`config.mk`:
```
export PLATFORM = sky130hd
export DESIGN_NAME = prog_loader_flat
export DESIGN_NICKNAME = d
export VERILOG_FILES = /design/src/rtl/prog_loader_if.sv /design/src/rtl/prog_loader.sv /design/src/flat_wrapper.sv
export SDC_FILE = /design/constraint.sdc
export NUM_CORES = 1
export LEC_CHECK = 0
export CORE_MARGIN = 3
export CORE_UTILIZATION = 60
export CTS_BUF_LIST = sky130_fd_sc_hd__clkbuf_8
export CTS_CLUSTER_SIZE = 12
export DETAILED_ROUTE_END_ITERATION = 8
export PLACE_DENSITY = 0.92
export SLEW_MARGIN = 20
export SYNTH_ARGS = -nofsm -noshare
export SYNTH_HDL_FRONTEND = slang
export SYNTH_SLANG_ARGS = --single-unit
```
`constraint.sdc`:
```
create_clock -name clk -period 4.4 [get_ports clk]
set_input_delay 0.66 -clock clk [delete_from_list [all_inputs] [get_ports clk]]
set_output_delay 0.66 -clock clk [all_outputs]
set_load 0.03 [all_outputs]
```
`src/rtl/prog_loader_if.sv`:
```
// prog_loader byte-stream and ROM write-port bundle.
// master = stream source / ROM side, slave = loader.
interface prog_loader_if;
  logic        rx_valid;
  logic [7:0]  rx_data;
  logic        rx_ready;
  logic        rom_wen;
  logic [15:0] rom_waddr;
  logic [15:0] rom_wdata;

  modport master (
    output rx_valid,
    output rx_data,
    input  rx_ready,
    input  rom_wen,
    input  rom_waddr,
    input  rom_wdata
  );

  modport slave (
    input  rx_valid,
    input  rx_data,
    output rx_ready,
    output rom_wen,
    output rom_waddr,
    output rom_wdata
  );
endinterface

```
`src/rtl/prog_loader.sv`:
```
// prog_loader: boot-time loader that writes a checksummed
// byte stream into instruction ROM and releases core reset.
module prog_loader #(
  parameter logic [15:0] BASE    = 16'h0000,
  parameter logic [15:0] TIMEOUT = 16'hFFFF
) (
  input  logic         clk,
  input  logic         reset_n,
  input  logic         start,
  prog_loader_if.slave bus,
  output logic         core_reset_n,
  output logic         busy,
  output logic         done,
  output logic         err,
  output logic [15:0]  word_cnt
);

  typedef enum logic [3:0] {
    S_IDLE,
    S_HDR_HI,
    S_HDR_LO,
    S_DAT_HI,
    S_DAT_LO,
    S_WR,
    S_CHK,
    S_DONE,
    S_ERR
  } state_t;

  state_t      state_q, state_d;
  logic [15:0] n_q, n_d;
  logic [7:0]  hi_q, hi_d;
  logic [15:0] word_q, word_d;
  logic [15:0] idx_q, idx_d;
  logic [15:0] cnt_q, cnt_d;
  logic [7:0]  xor_q, xor_d;
  logic [15:0] idle_q, idle_d;
  logic [15:0] idle_inc;

  logic        rdy;
  logic        acc;

  assign acc      = rdy && bus.rx_valid;
  assign idle_inc = idle_q + 16'd1;

  // State and datapath registers
  always_ff @(posedge clk or negedge reset_n) begin
    if (!reset_n) begin
      state_q <= S_IDLE;
      n_q     <= '0;
      hi_q    <= '0;
      word_q  <= '0;
      idx_q   <= '0;
      cnt_q   <= '0;
      xor_q   <= '0;
      idle_q  <= '0;
    end else begin
      state_q <= state_d;
      n_q     <= n_d;
      hi_q    <= hi_d;
      word_q  <= word_d;
      idx_q   <= idx_d;
      cnt_q   <= cnt_d;
      xor_q   <= xor_d;
      idle_q  <= idle_d;
    end
  end

  // Next state: stream parsing, checksum and idle timeout
  always_comb begin
    state_d = state_q;
    n_d     = n_q;
    hi_d    = hi_q;
    word_d  = word_q;
    idx_d   = idx_q;
    cnt_d   = cnt_q;
    xor_d   = xor_q;
    idle_d  = '0;
    if (rdy && !acc) begin
      idle_d = idle_inc;
    end
    unique case (state_q)
      S_IDLE, S_DONE, S_ERR: begin
        if (start) begin
          state_d = S_HDR_HI;
          idx_d   = '0;
          cnt_d   = '0;
          xor_d   = '0;
        end
      end
      S_HDR_HI: begin
        if (acc) begin
          n_d[15:8] = bus.rx_data;
          state_d   = S_HDR_LO;
        end
      end
      S_HDR_LO: begin
        if (acc) begin
          n_d[7:0] = bus.rx_data;
          if ({n_q[15:8], bus.rx_data} != 16'd0) begin
            state_d = S_DAT_HI;
          end else begin
            state_d = S_CHK;
          end
        end
      end
      S_DAT_HI: begin
        if (acc) begin
          hi_d    = bus.rx_data;
          state_d = S_DAT_LO;
        end
      end
      S_DAT_LO: begin
        if (acc) begin
          word_d  = {hi_q, bus.rx_data};
          state_d = S_WR;
        end
      end
      S_WR: begin
        idx_d = idx_q + 16'd1;
        cnt_d = cnt_q + 16'd1;
        if (cnt_q == n_q - 16'd1) begin
          state_d = S_CHK;
        end else begin
          state_d = S_DAT_HI;
        end
      end
      S_CHK: begin
        if (acc) begin
          if (bus.rx_data == xor_q) begin
            state_d = S_DONE;
          end else begin
            state_d = S_ERR;
          end
        end
      end
      default: state_d = S_IDLE;
    endcase
    // The checksum byte itself is not folded into the XOR
    if (acc && state_q != S_CHK) begin
      xor_d = xor_q ^ bus.rx_data;
    end
    if (rdy && !acc && idle_inc == TIMEOUT) begin
      state_d = S_ERR;
    end
  end

  // Outputs decoded from state and registers only
  always_comb begin
    rdy           = 1'b0;
    bus.rom_wen   = 1'b0;
    bus.rom_waddr = '0;
    bus.rom_wdata = '0;
    busy          = 1'b0;
    done          = 1'b0;
    err           = 1'b0;
    core_reset_n  = 1'b0;
    unique case (state_q)
      S_HDR_HI, S_HDR_LO,
      S_DAT_HI, S_DAT_LO, S_CHK: begin
        rdy  = 1'b1;
        busy = 1'b1;
      end
      S_WR: begin
        busy          = 1'b1;
        bus.rom_wen   = 1'b1;
        bus.rom_waddr = BASE + idx_q;
        bus.rom_wdata = word_q;
      end
      S_DONE: begin
        done         = 1'b1;
        core_reset_n = 1'b1;
      end
      S_ERR: err = 1'b1;
      default: ;
    endcase
  end

  assign bus.rx_ready = rdy;
  assign word_cnt     = cnt_q;

endmodule
```
`src/flat_wrapper.sv`:
```
// flat-port wrapper written by rule: the top's interface ports become plain ports
module prog_loader_flat 
#(
  parameter logic [15:0] BASE    = 16'h0000,
  parameter logic [15:0] TIMEOUT = 16'hFFFF
)
  (clk, reset_n, start, core_reset_n, busy, done, err, word_cnt, bus_rx_valid, bus_rx_data, bus_rx_ready, bus_rom_wen, bus_rom_waddr, bus_rom_wdata);
  prog_loader_if bus_i ();
  input  logic clk;
  input  logic reset_n;
  input  logic start;
  output logic core_reset_n;
  output logic busy;
  output logic done;
  output logic err;
  output logic [15:0] word_cnt;
  input wire logic [$bits(bus_i.rx_valid)-1:0] bus_rx_valid;
  input wire logic [$bits(bus_i.rx_data)-1:0] bus_rx_data;
  output wire logic [$bits(bus_i.rx_ready)-1:0] bus_rx_ready;
  output wire logic [$bits(bus_i.rom_wen)-1:0] bus_rom_wen;
  output wire logic [$bits(bus_i.rom_waddr)-1:0] bus_rom_waddr;
  output wire logic [$bits(bus_i.rom_wdata)-1:0] bus_rom_wdata;
  assign bus_i.rx_valid = bus_rx_valid;
  assign bus_i.rx_data = bus_rx_data;
  assign bus_rx_ready = bus_i.rx_ready;
  assign bus_rom_wen = bus_i.rom_wen;
  assign bus_rom_waddr = bus_i.rom_waddr;
  assign bus_rom_wdata = bus_i.rom_wdata;
  prog_loader #(.BASE(BASE), .TIMEOUT(TIMEOUT)) u_core (.clk(clk), .reset_n(reset_n), .start(start), .bus(bus_i), .core_reset_n(core_reset_n), .busy(busy), .done(done), .err(err), .word_cnt(word_cnt));
endmodule
```
==> results of run 1 <==
==> routing by layer <==
layer,global-route usage (%),vias to the layer above
met5,0,-
met4,9.92,0
met3,4.34,39
met2,42.4,139
met1,35.0,2192
li1,-,2110
==> critical path: cells and delay by family, from the launching register on <==
family                 cells  cell delay, ns
buffers and inverters      3            1.09
flip-flops                 1            0.64
AND/OR/NAND/NOR            3            0.95
==> cell usage after synthesis (12+ instances only) <==
master,number,share of area (%)
a21oi_1,14,1.3
xnor2_1,21,3.4
clkbuf_1,21,1.4
dfrtp_1,100,46
mux2_2,41,8.5
nor2_1,38,2.6
o21ai_0,47,4.3
and2_1,32,3.7
nand2b_1,12,1.4
nand3_1,39,3.6
xor2_1,23,3.7
nand2_1,51,3.5
nand4_1,13,1.5
==> how the worst max path moves through the flow <==
stage	slack, ns	depth (start not counted)	to	start
after CTS	0.70	6	bus_rom_waddr[6]	u_core.state_q[0]$_DFFE_PN0P_
after global placement	1.19	6	bus_rom_waddr[6]	u_core.state_q[1]$_DFFE_PN0P_
after detailed placement	1.12	6	bus_rom_waddr[6]	u_core.state_q[0]$_DFFE_PN0P_
final	0.68	6	bus_rom_waddr[6]	u_core.state_q[0]$_DFFE_PN0P_
after floorplan	1.50	7	bus_rom_wdata[10]	u_core.state_q[1]$_DFFE_PN0P_
after global routing	0.51	6	bus_rom_waddr[6]	u_core.state_q[0]$_DFFE_PN0P_
==> power breakdown <==
group | total (mW) | switching [mW] | leakage (nW) | internal, mW
registers | 1.41 | 0.259 | 1.32 | 1.15
logic | 1.04 | 0.559 | 1.21 | 0.479
clock network | 0.633 | 0.344 | 0.109 | 0.289
==> per-stage QoR <==
step / util, % / cells
after floorplan: - / 565
after global placement: 70.5 / 719
after detailed placement: 70.5 / 719
after CTS: 72.9 / 735
after global routing: 72.9 / 735
final: 72.9 / 735
==> flip-flops by register name, indices dropped and copies added (netlist names) <==
register         cells
u_core.xor_q         8
u_core.state_q       4
u_core.idle_q       16
u_core.n_q          16
u_core.word_q       16
u_core.idx_q        16
u_core.word_cnt     16
u_core.hi_q          8
==> cells by family (layout without fill, tap and decap cells) <==
logic type               Yosys count  count (layout)  synth area share, %
AO/OA/AOI/OAI                     98              98                 11.1
adder cells (fa/ha/maj)            5               5                 1.15
flip-flops                       100             100                 45.9
XOR/XNOR                          44              44                 7.07
buffers and inverters             37              99                 2.69
multiplexers                      46              46                 9.39
AND/OR/NAND/NOR                  235             235                 22.6
==> layout make-up <==
cell class / instances / area [µm²] / area share (%)
clock buffer: 10 / 138 / 2.15
clock inverter: 6 / 76.3 / 1.19
inverter: 12 / 45.0 / 0.705
multi-input combinational: 428 / 2800 / 43.8
sequential: 100 / 2500 / 39.2
tap: 108 / 135 / 2.12
timing repair buffer: 71 / 693 / 10.8
==> cells in the final DEF, fill, tap and decap left out, drive strengths merged, types with 9 or more instances in the layout <==
master / n
clkdlybuf4s50: 64
nand3: 39
a21oi: 14
nor4: 9
and2: 32
clkbuf: 10
inv: 15
mux2: 41
xor2: 23
o21ai: 48
nand2: 51
xnor2: 21
nand2b: 12
nand4: 13
nor2: 38
dfrtp: 100
==> impl_metrics.yaml, run 1 <==
floorplan:
  die_y_um: 101
  io_pins: 66
  initial_core_util_pct: 62.2
  dieArea_um2: 10300
  core_region_area_um2: 8760
  rows: 34
  die_w_um: 101
synth:
  synth.distinct_cells: 54
  yosys_most_used_dff: "dfrtp_1"
  synth.net_count: 582
  avgSynthCellArea_um2: 9.64
  synth_edf_count: 0
  synth_seq_cells: 100
  syn_area_um2: 5450
  synth_cells: 565
  ys_seq_area_share_pct: 45.9
  async_flop_share_pct: 100
  yosysWarnings: 0
detailed_routing:
  drtPass1Iterations: 6
  via_count: 4480
  drc_errors: 0
  wl_um: 12900
  top_layer: "met4"
  ant_nets: 0
  drt_iter0_markers: 386
  routed_via_density: 6.10
  post_drt_wl_per_cell_um: 17.6
  met3_wirelength_um: 518
  met1_length_um: 5640
  met2_wirelength_um: 6400
clock_tree:
  cts_sinks: 100
  clock-root-buffer: "clkbuf_8"
  clk_latency_ns: 0.37
  htreeDepth: 3
  cts-hold-fix-buffers: 0
  cts_resized: 0
  cts_inserted_buffers: 9
  cts_setup_buffers: 0
  clock_path_buffers: 2
  path_clk_slew_ns: 0.10
  cts_tree: "yes"
placed_design:
  post-place-ws_ns: 1.12
  dpl.hpwl_um: 9080
  dpl-instance-area_um2: 6170
  port_buffers: 65
  finalWeightedCongestion: 0.938
power_and_ir_drop:
  powerDensity_nw_per_um2: 482
  ir_worst_vdd_v: 0.000255
  total_power_mw: 3.08
  p_leak_nw: 2.64
timing:
  fin_crit_ns: 3.72
  slew_headroom_pct: 41.3
  fin_hold_ws_ns: 0.389
  rsz0062_at_grt: "no"
  setup-violations-final: 0
  maxSlewViolCount: 0
  tightestPinTransition_ns: 0.880
  clock_skew_ns: 0.0187
  layout_setup_ws_ns: 0.682
  tns_ns: 0
  max_freq_ghz: 0.269
  hold_viol: 0
  fin_crit_sh_pct: 84.5
setup_path:
  cp-end-kind: "output port"
  critPathLaunchType: "register"
  cp_cell_sequence: "nand2b_1, or3_1, inv_1, buf_4, and2_1, clkdlybuf4s50_1"
  r2r_end: "u_core.idx_q[13]$_DFFE_PN0P_"
  critical_path.max_fanout: 21
  critical-path-max-stage-delay_ns: 0.69
  worstReg2RegStart: "u_core.state_q[0]$_DFFE_PN0P_"
  critPathSlowestCell: "clkdlybuf4s50_1"
  cp.required_ns: 3.74
  rrSetupSlack_ns: 1.47
  worstSetupPathType: "reg -> out"
  arrival_ns: 3.06
  rr_worst_depth: 10
final_layout:
  areaGrowthSynthToFinish_pct: 17.3
  diodes: 0
  nNetsFinal: 639
  drive_gt1_share_pct: 11.5
  fin_area_um2: 6390
  fill_cells: 627
grt:
  antenna_found_initial: 0
  overflow: 0
  grt_max_degree: 71
  grt_pass1_vias: 4367
  grt_use_total_pct: 26.0
  grt_pass1_wl_um: 21100
job:
  cap_violations: 0
hold_path:
  hold_path.class: "in -> async"
status:
  outcome: "finished, final reports clean"
Note: power is estimated with default switching activity, not from simulation.
==> run 2, diff against run 1 <==
CORE_UTILIZATION = 58   (was 60)
PLACE_DENSITY = 0.9   (was 0.92)
clock period = 3.9 ns   (was 4.4 ns; I/O delays follow)
==> impl_metrics.yaml, run 2 (synthesized netlist as in run 1, its figures left out) <==
status:
  outcome: "finished, final reports clean"
grt:
  grt_max_degree: 83
  grt_use_total_pct: 26.0
  grt_pass1_wl_um: 21500
  overflow: 0
  grt_pass1_vias: 4331
  antenna_found_initial: 0
detailed_routing:
  post_drt_wl_per_cell_um: 17.7
  wl_um: 13100
  via_count: 4542
  drc_errors: 0
  ant_nets: 0
  drtPass1Iterations: 8
  routed_via_density: 6.15
  drt_iter0_markers: 360
power_and_ir_drop:
  swShare_pct: 37.4
  ir_worst_vdd_v: 0.000318
  p_int_mw: 2.16
  powerDensity_nw_per_um2: 537
  p_leak_nw: 2.67
  clock_power_share_pct: 19.4
  switchingPower_mw: 1.29
  p_comb_share_pct: 34.4
  pwr-share-seq_pct: 46.1
timing:
  hold_viol: 0
  tns_ns: 0
  slew_headroom_pct: 41.5
  fin_crit_ns: 3.57
  fin_crit_sh_pct: 91.4
  rsz0062_at_grt: "no"
  tightestPinTransition_ns: 0.875
  layout_setup_ws_ns: 0.334
  fin_hold_ws_ns: 0.102
  max_freq_ghz: 0.280
  clock_skew_ns: 0.00906
  maxSlewViolCount: 0
  setup-violations-final: 0
setup_path:
  cp-end-kind: "output port"
  critical_path.max_fanout: 31
  cp.required_ns: 3.31
  critPathLaunchType: "register"
  arrival_ns: 2.98
  worstSetupPathType: "reg -> out"
  rrSetupSlack_ns: 1.04
clock_tree:
  path_clk_slew_ns: 0.10
  cts_inserted_buffers: 9
  clock_path_buffers: 2
  cts_sinks: 100
  clk_latency_ns: 0.37
  htreeDepth: 3
  clock-root-buffer: "clkbuf_8"
  cts-hold-fix-buffers: 0
  cts_resized: 0
  cts_tree: "yes"
  cts_setup_buffers: 0
final_layout:
  layout_commonest_cell: "dfrtp_1"
  diodes: 0
  utilization_pct: 71.9
  areaGrowthSynthToFinish_pct: 17.9
  fin_cells: 739
  drive_gt1_share_pct: 12.0
  most-common-layout-cells: "dfrtp_1, clkdlybuf4s50_1, nand2_1"
  nNetsFinal: 643
floorplan:
  rows: 34
  die_w_um: 103
  core_region_area_um2: 8930
  initial_core_util_pct: 61.0
  dieArea_um2: 10600
  io_pins: 66
  die_y_um: 103
placed_design:
  dpl.hpwl_um: 9200
  port_buffers: 65
  post-place-ws_ns: 0.798
  finalWeightedCongestion: 1.03
  post-place-cells: 722
hold_path:
  hold_path.class: "in -> async"
job:
  cap_violations: 0
## run 2: cell count changes in the layout (fill, tap and decap cells not counted)
cell / delta
clkinv_2: +3
inv_8: -1
buf_4: +3
buf_16: +1
clkinv_4: -1
inv_6: -1
## run 2: final cells by class
type | instances | area (µm²)
fill | 678 | 2510
clock buffer | 10 | 138
multi-input combinational | 428 | 2800
tap | 108 | 135
inverter | 12 | 45.0
sequential | 100 | 2500
timing repair buffer | 75 | 743
clock inverter | 6 | 62.6
## run 2: worst paths after layout
check,startpoint,endpoint,cells after the start
worst max-delay path,u_core.state_q[0]$_DFFE_PN0P_,bus_rom_waddr[0],7
worst min-delay path,reset_n,u_core.idle_q[0]$_DFF_PN0_,1
worst max register to register,u_core.state_q[0]$_DFFE_PN0P_,u_core.state_q[2]$_DFFE_PN0P_,7
worst min register to register,u_core.idx_q[15]$_DFFE_PN0P_,u_core.idx_q[15]$_DFFE_PN0P_,1
max in group asynchronous,reset_n,u_core.word_q[14]$_DFFE_PN0P_,3
min in group clk,u_core.idx_q[15]$_DFFE_PN0P_,u_core.idx_q[15]$_DFFE_PN0P_,1
## run 2: power by group through the flow
| stage | logic (mW) | clock network, mW | registers [mW] |
|---|---|---|---|
| CTS | 1.18 | 0.683 | 1.58 |
| detailed placement | 1.17 | 0 | 1.60 |
| global route | 1.30 | 0.720 | 1.63 |
| floorplan | 0.903 | 0 | 1.50 |
| finish | 1.19 | 0.670 | 1.59 |
| global placement | 1.11 | 0 | 1.57 |
## run 2: worst max-delay path, stage by stage (launching register included)
cell,delay (ns)
dfrtp_1,0.66
nand2b_1,0.16
or3_1,0.33
buf_4,0.20
inv_1,0.11
buf_4,0.27
and2_1,0.20
clkdlybuf4s50_1,0.68
## run 2: per-layer routing
metal,up-vias,routed length (µm),GRT usage (%),share of wire [%]
li1,2118,-,-,-
met1,2212,5480,34.5,42
met2,187,6450,42.4,49
met3,25,888,6.09,6.8
met4,0,245,8.27,1.9
met5,-,0,0,0
## run 2: stage by stage
step | power (mW) | cell area, µm²
4_1_cts | 3.44 | 6400
2_1_floorplan | 2.40 | 5450
6_report | 3.45 | 6420
3_3_place_gp | 2.68 | 6200
3_5_place_dp | 2.76 | 6200
5_1_grt | 3.65 | 6420
